**config.mk**
```make
export PLATFORM = sky130hd
export DESIGN_NAME = recur_controller
export DESIGN_NICKNAME = d
export VERILOG_FILES = /design/src/rtl/recur_controller.sv
export SDC_FILE = /design/constraint.sdc
export NUM_CORES = 1
export LEC_CHECK = 0
export BUFFER_PORTS_ARGS = -buffer_cell sky130_fd_sc_hd__buf_2
export CAP_MARGIN = 20
export CORE_MARGIN = 3
export CORE_UTILIZATION = 49
export DETAILED_ROUTE_END_ITERATION = 12
export PLACE_DENSITY = 0.77
export RECOVER_POWER = 25
export SLEW_MARGIN = 30
export SYNTH_ARGS = -nofsm -noshare
export SYNTH_HDL_FRONTEND = slang
export SYNTH_SLANG_ARGS = --single-unit
```
**constraint.sdc**
```tcl
create_clock -name clk -period 2.5 [get_ports clk]
set_clock_uncertainty 0.15 [all_clocks]
set_input_delay 0.125 -clock clk [delete_from_list [all_inputs] [get_ports clk]]
set_output_delay 0.125 -clock clk [all_outputs]
set_load 0.02 [all_outputs]
```
**src/rtl/recur_controller.sv**
```systemverilog
// recur_controller: Moore sequencer for the memoised-recurrence datapath.
// Runs one stack-based evaluation per start, with host abort and a cycle-budget watchdog.
module recur_controller #(
  parameter int CNT_W       = 12,
  parameter int TIMEOUT_CYC = 4000
) (
  input  logic             clk,
  input  logic             rst,
  input  logic             start,
  input  logic             abort,
  input  logic             updated,
  input  logic             done,
  input  logic             backtrack,
  input  logic             cal_update,
  output logic             load_init,
  output logic             updater,
  output logic             push,
  output logic             alu,
  output logic             res_updater,
  output logic             cal_res,
  output logic             poping,
  output logic             dont_check,
  output logic             ready,
  output logic             busy,
  output logic             result_valid,
  output logic             error,
  output logic [CNT_W-1:0] cycles
);

  typedef enum logic [3:0] {
    S_IDLE     = 4'd0,
    S_INIT     = 4'd1,
    S_EXPAND   = 4'd2,
    S_WAIT_UPD = 4'd3,
    S_PUSH     = 4'd4,
    S_EVAL     = 4'd5,
    S_DESCEND  = 4'd6,
    S_CALC     = 4'd7,
    S_WAIT_CAL = 4'd8,
    S_POP      = 4'd9,
    S_FINISH   = 4'd10
  } state_t;

  localparam logic [CNT_W-1:0] TIMEOUT_LAST = CNT_W'(TIMEOUT_CYC - 1);

  state_t           r_state;
  state_t           w_seq;
  state_t           w_next;
  logic             r_result_valid;
  logic             r_error;
  logic [CNT_W-1:0] r_cycles;
  logic             w_busy;
  logic             w_timeout;
  logic             w_abort;
  logic             w_launch;

  assign w_busy    = (r_state != S_IDLE);
  assign w_timeout = w_busy && (r_cycles == TIMEOUT_LAST);
  assign w_abort   = w_busy && abort;
  assign w_launch  = (r_state == S_IDLE) && start;

  // Sequencing transitions; each flag is only looked at in its own state.
  always_comb begin
    w_seq = r_state;
    case (r_state)
      S_IDLE:     if (start) w_seq = S_INIT; else w_seq = S_IDLE;
      S_INIT:     w_seq = S_EXPAND;
      S_EXPAND:   w_seq = S_WAIT_UPD;
      S_WAIT_UPD: if (updated) w_seq = S_PUSH; else w_seq = S_WAIT_UPD;
      S_PUSH:     w_seq = S_EVAL;
      S_EVAL: begin
        if (done)           w_seq = S_FINISH;
        else if (backtrack) w_seq = S_CALC;
        else                w_seq = S_DESCEND;
      end
      S_DESCEND:  w_seq = S_EXPAND;
      S_CALC:     w_seq = S_WAIT_CAL;
      S_WAIT_CAL: if (cal_update) w_seq = S_POP; else w_seq = S_WAIT_CAL;
      S_POP:      w_seq = S_EVAL;
      S_FINISH:   w_seq = S_IDLE;
      default:    w_seq = S_IDLE;
    endcase
  end

  // Watchdog and abort override any sequencing step (timeout reported as error).
  always_comb begin
    w_next = w_seq;
    if (w_timeout || w_abort) w_next = S_IDLE;
    else                      w_next = w_seq;
  end

  // State, sticky status flags and saturating run-cycle counter.
  always_ff @(posedge clk) begin
    if (rst) begin
      r_state        <= S_IDLE;
      r_result_valid <= 1'b0;
      r_error        <= 1'b0;
      r_cycles       <= '0;
    end else begin
      r_state <= w_next;

      if (w_launch)
        r_result_valid <= 1'b0;
      else if (r_state == S_FINISH && !w_timeout && !w_abort)
        r_result_valid <= 1'b1;
      else
        r_result_valid <= r_result_valid;

      if (w_launch)       r_error <= 1'b0;
      else if (w_timeout) r_error <= 1'b1;
      else                r_error <= r_error;

      if (w_launch)                    r_cycles <= '0;
      else if (w_busy && !(&r_cycles)) r_cycles <= r_cycles + CNT_W'(1);
      else                             r_cycles <= r_cycles;
    end
  end

  // One-hot strobe decode from the registered state only.
  always_comb begin
    load_init   = 1'b0;
    updater     = 1'b0;
    push        = 1'b0;
    alu         = 1'b0;
    res_updater = 1'b0;
    cal_res     = 1'b0;
    poping      = 1'b0;
    case (r_state)
      S_INIT:    load_init   = 1'b1;
      S_EXPAND:  updater     = 1'b1;
      S_PUSH:    push        = 1'b1;
      S_EVAL:    alu         = 1'b1;
      S_DESCEND: res_updater = 1'b1;
      S_CALC:    cal_res     = 1'b1;
      S_POP:     poping      = 1'b1;
      default:   load_init   = 1'b0;
    endcase
  end

  assign dont_check   = (r_state != S_EVAL);
  assign ready        = ~w_busy;
  assign busy         = w_busy;
  assign result_valid = r_result_valid;
  assign error        = r_error;
  assign cycles       = r_cycles;

endmodule
```
==> results.yml, run 1 <==
route:
  drt-wirelength-per-cell_um: 13.69
  remaining_drc_errors: 0
  drt_iter0_markers: 51
  vias: 1080
  drt-pass1-iter-count: 4
  routed_via_density: 5.870
  antenna_left: 0
  routed_wl_um: 2519
synth:
  synthArstFlopShare_pct: 0
  netlist_instances: 129
  syn_area_per_cell_um2: 8.002
  ys_ff_latch: 18
  synth_cell_types: 42
  synth_edf_count: 0
  synth_top_area_share_pct: 34.91
  yosysWarnings: 0
  syn-num-nets: 138
  ys_seq_area_share_pct: 34.91
  synth.area.top_cells: "dfxtp_1, nor2_1, nor3_1, o21ai_0, or3_1"
  synth_flop_cell: "dfxtp_1"
  synth_largest_area_cell: "dfxtp_1"
  synthesis.area_um2: 1032
cells_and_area:
  diodes: 0
  fillers: 175
  fin_nets: 169
  regArea_um2: 360.3
  area_growth_pct: 17.33
  multiInputGateArea_um2: 601.8
  layout_commonest_cell: "buf_2"
  final_cell_mix: "buf_2, nor2_1, dfxtp_1, clkbuf_1"
  final_layout_size_suffix_gt1_share_pct: 20.13
hold_path:
  hp-class: "in -> reg"
timing:
  tightest_slew_ns: 0.6206
  drv_slew: 0
  period_share_pct: 85.27
  grt_setup_unrepaired: "no"
  slew_headroom_pct: 58.38
  max_freq_mhz: 469.1
  setup_violations: 0
  finalHoldViolations: 0
  period_needed_ns: 2.132
  finalSetupTns_ns: 0
  whs_ns: 0.008385
critical_path:
  critPathLaunchType: "flop"
  worstSetupPathType: "reg -> reg"
  path_max_fanout: 13
  endpoint_kind: "flop"
  required_ns: 2.59
  arrival_ns: 2.22
cts:
  root_buffer: "clkbuf_4"
  clock_sinks: 18
  post_cts_buffers: 0
  clkSlewWorstSetupHoldPaths_ns: 0.11
  insertion_delay_ns: 0.29
  cts.repair.resized: 0
  cts_tree: "done"
  cts_hold_buf: 0
  htreeDepth: 1
  cts_max_path_buffers: 2
  numCtsBuffers: 3
floorplanning:
  design.die.area_um2: 2693
  start_util_pct: 55.56
  row_count: 15
  dieWidth_um: 51.90
  design.core.area_um2: 1858
  die_h_um: 51.90
  ios: 32
global_routing:
  antenna_found_initial: 0
  grt_max_degree: 14
  overflow: 0
  grt_pass1_vias: 967
  gr-usage-all-layers_pct: 20.63
  grt_pass1_wl_um: 4236
power_and_ir_drop:
  irDropWorstVdd_uv: 420.2
  leakage_uw: 0.0004499
  power_density_nw_per_um2: 552.7
run:
  maxCapViolations: 0
place:
  hpwl_um: 1905
  io_buffers: 31
  routabilityCongestion: 0.8174
status:
  status: "finished clean"
[kinds of logic (layout without fill, tap and decap cells)]
family	count (synthesis)	in the layout	synth area share, %
and+or+nand+nor	66	66	34.67
AOI/OAI and AO/OA	28	28	18.06
DFF	18	18	34.91
buffers and inverters	11	41	6.787
xor gates and xnor gates	4	4	3.395
adders and majority gates	1	1	1.212
muxes	1	1	0.9697
[synth_stat cells, types with 3 or more instances]
master,n
nor2_1,19
dfxtp_1,18
nand2_1,8
nor3_1,8
o21ai_0,7
a21oi_1,6
nand3_1,5
or3_1,5
and3_1,4
inv_1,4
nand4_1,4
xor2_1,3
[where the power goes]
group          internal [uW]  switching (uW)
logic                   57.2             110
clock network           88.7            94.2
registers                297            22.2
total                    443             227
[per-stage QoR]
step | std cells | instance area, um^2 | setup WS, ns | utilization (%) | power, uW
final | 184 | 1211 | 0.3683 | 65.19 | 669.4
after CTS | 184 | 1224 | 0.3762 | 65.86 | 671.2
after floorplan | 129 | 1032 | 0.4645 | - | 459.6
after detailed placement | 180 | 1187 | 0.4022 | 63.91 | 492.3
after global routing | 184 | 1211 | 0.2207 | 65.19 | 700.9
after global placement | 180 | 1187 | 0.4760 | 63.91 | 486.4
[final cells by class]
class	instances	area share, %
flip-flops and latches	18	29.75
clock buffers	4	2.996
repair buffers	32	12.40
well taps	25	2.583
multi-input cells	100	49.69
inverters	5	2.583
[registers in the layout (all words and copies together), names as in the netlist]
name,cells
cycles,12
r_state,4
error,1
result_valid,1
[worst paths after layout]
| check | endpoint | slack, ns | depth (start not counted) | startpoint |
|---|---|---|---|---|
| worst max-delay path | cycles[9]$_SDFFE_PP0P_ | 0.37 | 5 | r_state[1]$_SDFF_PP0_ |
| worst min-delay path | r_state[1]$_SDFF_PP0_ | 0.008 | 4 | updated |
| worst max register to register | cycles[9]$_SDFFE_PP0P_ | 0.37 | 5 | r_state[1]$_SDFF_PP0_ |
| worst min register to register | result_valid$_SDFFE_PP0P_ | 0.35 | 1 | result_valid$_SDFFE_PP0P_ |
[worst max-delay path: stages, from the launching register on]
cell and delay (ns):
dfxtp_1 0.59, or4_4 0.29, clkinv_8 0.08, or3_1 0.42
or4_1 0.47, nand2_1 0.08
[routing by layer]
| metal | share of wire (%) | routed length (um) | vias to the layer above | global-route usage, % |
|---|---|---|---|---|
| li1 | - | - | 533 | - |
| met2 | 48 | 1203 | 27 | 33.89 |
| met3 | 5.6 | 142 | 2 | 3.725 |
| met1 | 46 | 1154 | 518 | 27.61 |
| met4 | 0.75 | 19 | 0 | 5.240 |
| met5 | 0 | 0 | - | 0 |
(Power assumes the default switching activity.)
==> run 2: changes to the inputs <==
--- a/config.mk
+++ b/config.mk
@@ -6,11 +6,11 @@
 export NUM_CORES = 1
 export LEC_CHECK = 0
 export BUFFER_PORTS_ARGS = -buffer_cell sky130_fd_sc_hd__buf_2
-export CAP_MARGIN = 20
+export CAP_MARGIN = 25
+export CORE_ASPECT_RATIO = 0.7
 export CORE_MARGIN = 3
-export CORE_UTILIZATION = 49
+export CORE_UTILIZATION = 32
 export DETAILED_ROUTE_END_ITERATION = 12
-export PLACE_DENSITY = 0.77
 export RECOVER_POWER = 25
 export SLEW_MARGIN = 30
 export SYNTH_ARGS = -nofsm -noshare
==> run 2 against run 1 <==
  * Die area is 47% higher
  * Routed wire length is 7.2% higher
  * First-iteration DRC count is 59% higher
  * Utilization shrank 23 points
  * Sequential share of layout area fell by 0.78 points
  * Non-clock buffer count did not move
  * Global-route usage decreased by 5.7 points
  * Clock-buffer cell count stayed put
  * Fmax rose by 1.2%
  * Sequential power hardly changed
  * Clock power rose by 31%
  * Setup slack improved by 0.026 ns
==> results.yml, run 2 (synthesized netlist as in run 1, its figures left out) <==
power_and_ir_drop:
  pwr-share-comb_pct: 22.9
  seqPwrFrac_pct: 44.1
  power_density_nw_per_um2: 582.2
  irDropWorstVdd_uv: 186.9
  p_clk_share_pct: 33.1
  finalPower_uw: 724.1
  internal_power_uw: 493.6
  p_sw_uw: 230.5
  leakage_uw: 0.0004576
  swShare_pct: 31.83
floorplanning:
  dieWidth_um: 73.89
  ios: 32
  start_util_pct: 35.08
  row_count: 16
  design.die.area_um2: 3954
  design.core.area_um2: 2943
  die_h_um: 53.52
route:
  vias: 1051
  routed_via_density: 5.390
  remaining_drc_errors: 0
  drt_iter0_markers: 81
  drt-pass1-iter-count: 4
  antenna_left: 0
  drt-wirelength-per-cell_um: 13.85
  routed_wl_um: 2701
cts:
  numCtsBuffers: 3
  cts_max_path_buffers: 2
  cts_tree: "done"
  cts_hold_buf: 0
  clock_sinks: 18
  root_buffer: "clkbuf_8"
  clkSlewWorstSetupHoldPaths_ns: 0.07
  htreeDepth: 1
  cts.repair.resized: 0
  post_cts_buffers: 0
  insertion_delay_ns: 0.25
timing:
  period_needed_ns: 2.106
  setup_violations: 0
  whs_ns: 0.07057
  max_freq_mhz: 474.9
  finalSetupTns_ns: 0
  drv_slew: 0
  grt_setup_unrepaired: "no"
  period_share_pct: 84.23
  finalHoldViolations: 0
  tightest_slew_ns: 0.6049
  slew_headroom_pct: 59.43
global_routing:
  grt_pass1_wl_um: 4519
  gr-usage-all-layers_pct: 14.89
  overflow: 0
  grt_max_degree: 14
  grt_pass1_vias: 970
  antenna_found_initial: 0
place:
  hpwl_um: 2081
  io_buffers: 31
  routabilityCongestion: 0.7978
cells_and_area:
  regArea_um2: 360.3
  fin_nets: 169
  diodes: 0
  layout_commonest_cell: "buf_2"
  final_layout_size_suffix_gt1_share_pct: 20.13
  area_growth_pct: 20.48
  multiInputGateArea_um2: 601.8
  final_cell_mix: "buf_2, nor2_1, dfxtp_1, clkbuf_1"
  fillers: 320
  fin_util_pct: 42.26
  largest_reg_flops: 12
hold_path:
  hp-class: "in -> reg"
critical_path:
  crit_chain: "or4_4 > clkinv_8 > or3_1 > or4_1 > nand2_1"
  crit_path_top_delay_cell: "dfxtp_1"
  crit_buf_inv: 1
  required_ns: 2.55
  arrival_ns: 2.16
  endpoint_kind: "flop"
  worstSetupPathType: "reg -> reg"
  path_max_fanout: 13
  path_delay_family: "simple AND/OR/NAND/NOR gates"
  cpPeakStageDelay_ns: 0.58
  critPathLaunchType: "flop"
run:
  maxCapViolations: 0
status:
  status: "finished clean"
## run 2: cell count changes in the layout (fill, tap and decap cells not counted)
cell      change
clkbuf_4      -3
clkbuf_8      +3
## run 2: tightest hold or removal path: cells and delay by family
kind	cells	cell delay, ns
buffers and inverters	1	0.10
AO/OA/AOI/OAI	1	0.16
AND/OR/NAND/NOR	1	0.05
## run 2: layout make-up
type	instances	area share, %
Tap cell	36	3.622
Timing Repair Buffer	32	12.07
Clock buffer	4	4.427
Multi-Input combinational cell	100	48.39
Inverter	5	2.515
Sequential cell	18	28.97
## run 2: path summary, 6_finish.rpt
path,slack [ns],startpoint,cells after the start,to
min,0.07,abort,3,result_valid$_SDFFE_PP0P_
max reg2reg,0.39,r_state[1]$_SDFF_PP0_,5,cycles[9]$_SDFFE_PP0P_
min reg2reg,0.33,result_valid$_SDFFE_PP0P_,1,result_valid$_SDFFE_PP0P_
max,0.39,r_state[1]$_SDFF_PP0_,5,cycles[9]$_SDFFE_PP0P_
## run 2: power groups by stage
stage / Combinational (uW) / Sequential [uW] / Clock, uW
floorplan: 143 / 317 / 0
global placement: 165 / 324 / 0
detailed placement: 167 / 325 / 0
CTS: 167 / 318 / 248
global route: 183 / 322 / 258
finish: 166 / 319 / 239
## run 2: stage by stage
step | area, um^2 | setup slack (ns) | cells
2_1_floorplan | 1032 | 0.4645 | 129
3_3_place_gp | 1201 | 0.4655 | 191
3_5_place_dp | 1201 | 0.4114 | 191
4_1_cts | 1256 | 0.3989 | 195
5_1_grt | 1244 | 0.2927 | 195
6_report | 1244 | 0.3941 | 195
## run 2: routing by layer
metal  GRT usage (%)  vias up  share of wire, %
li1                -      544                 -
met1           21.06      479                49
met2           22.65       26                45
met3           4.175        2               5.3
met4           2.711        0              0.78
met5               0        -                 0
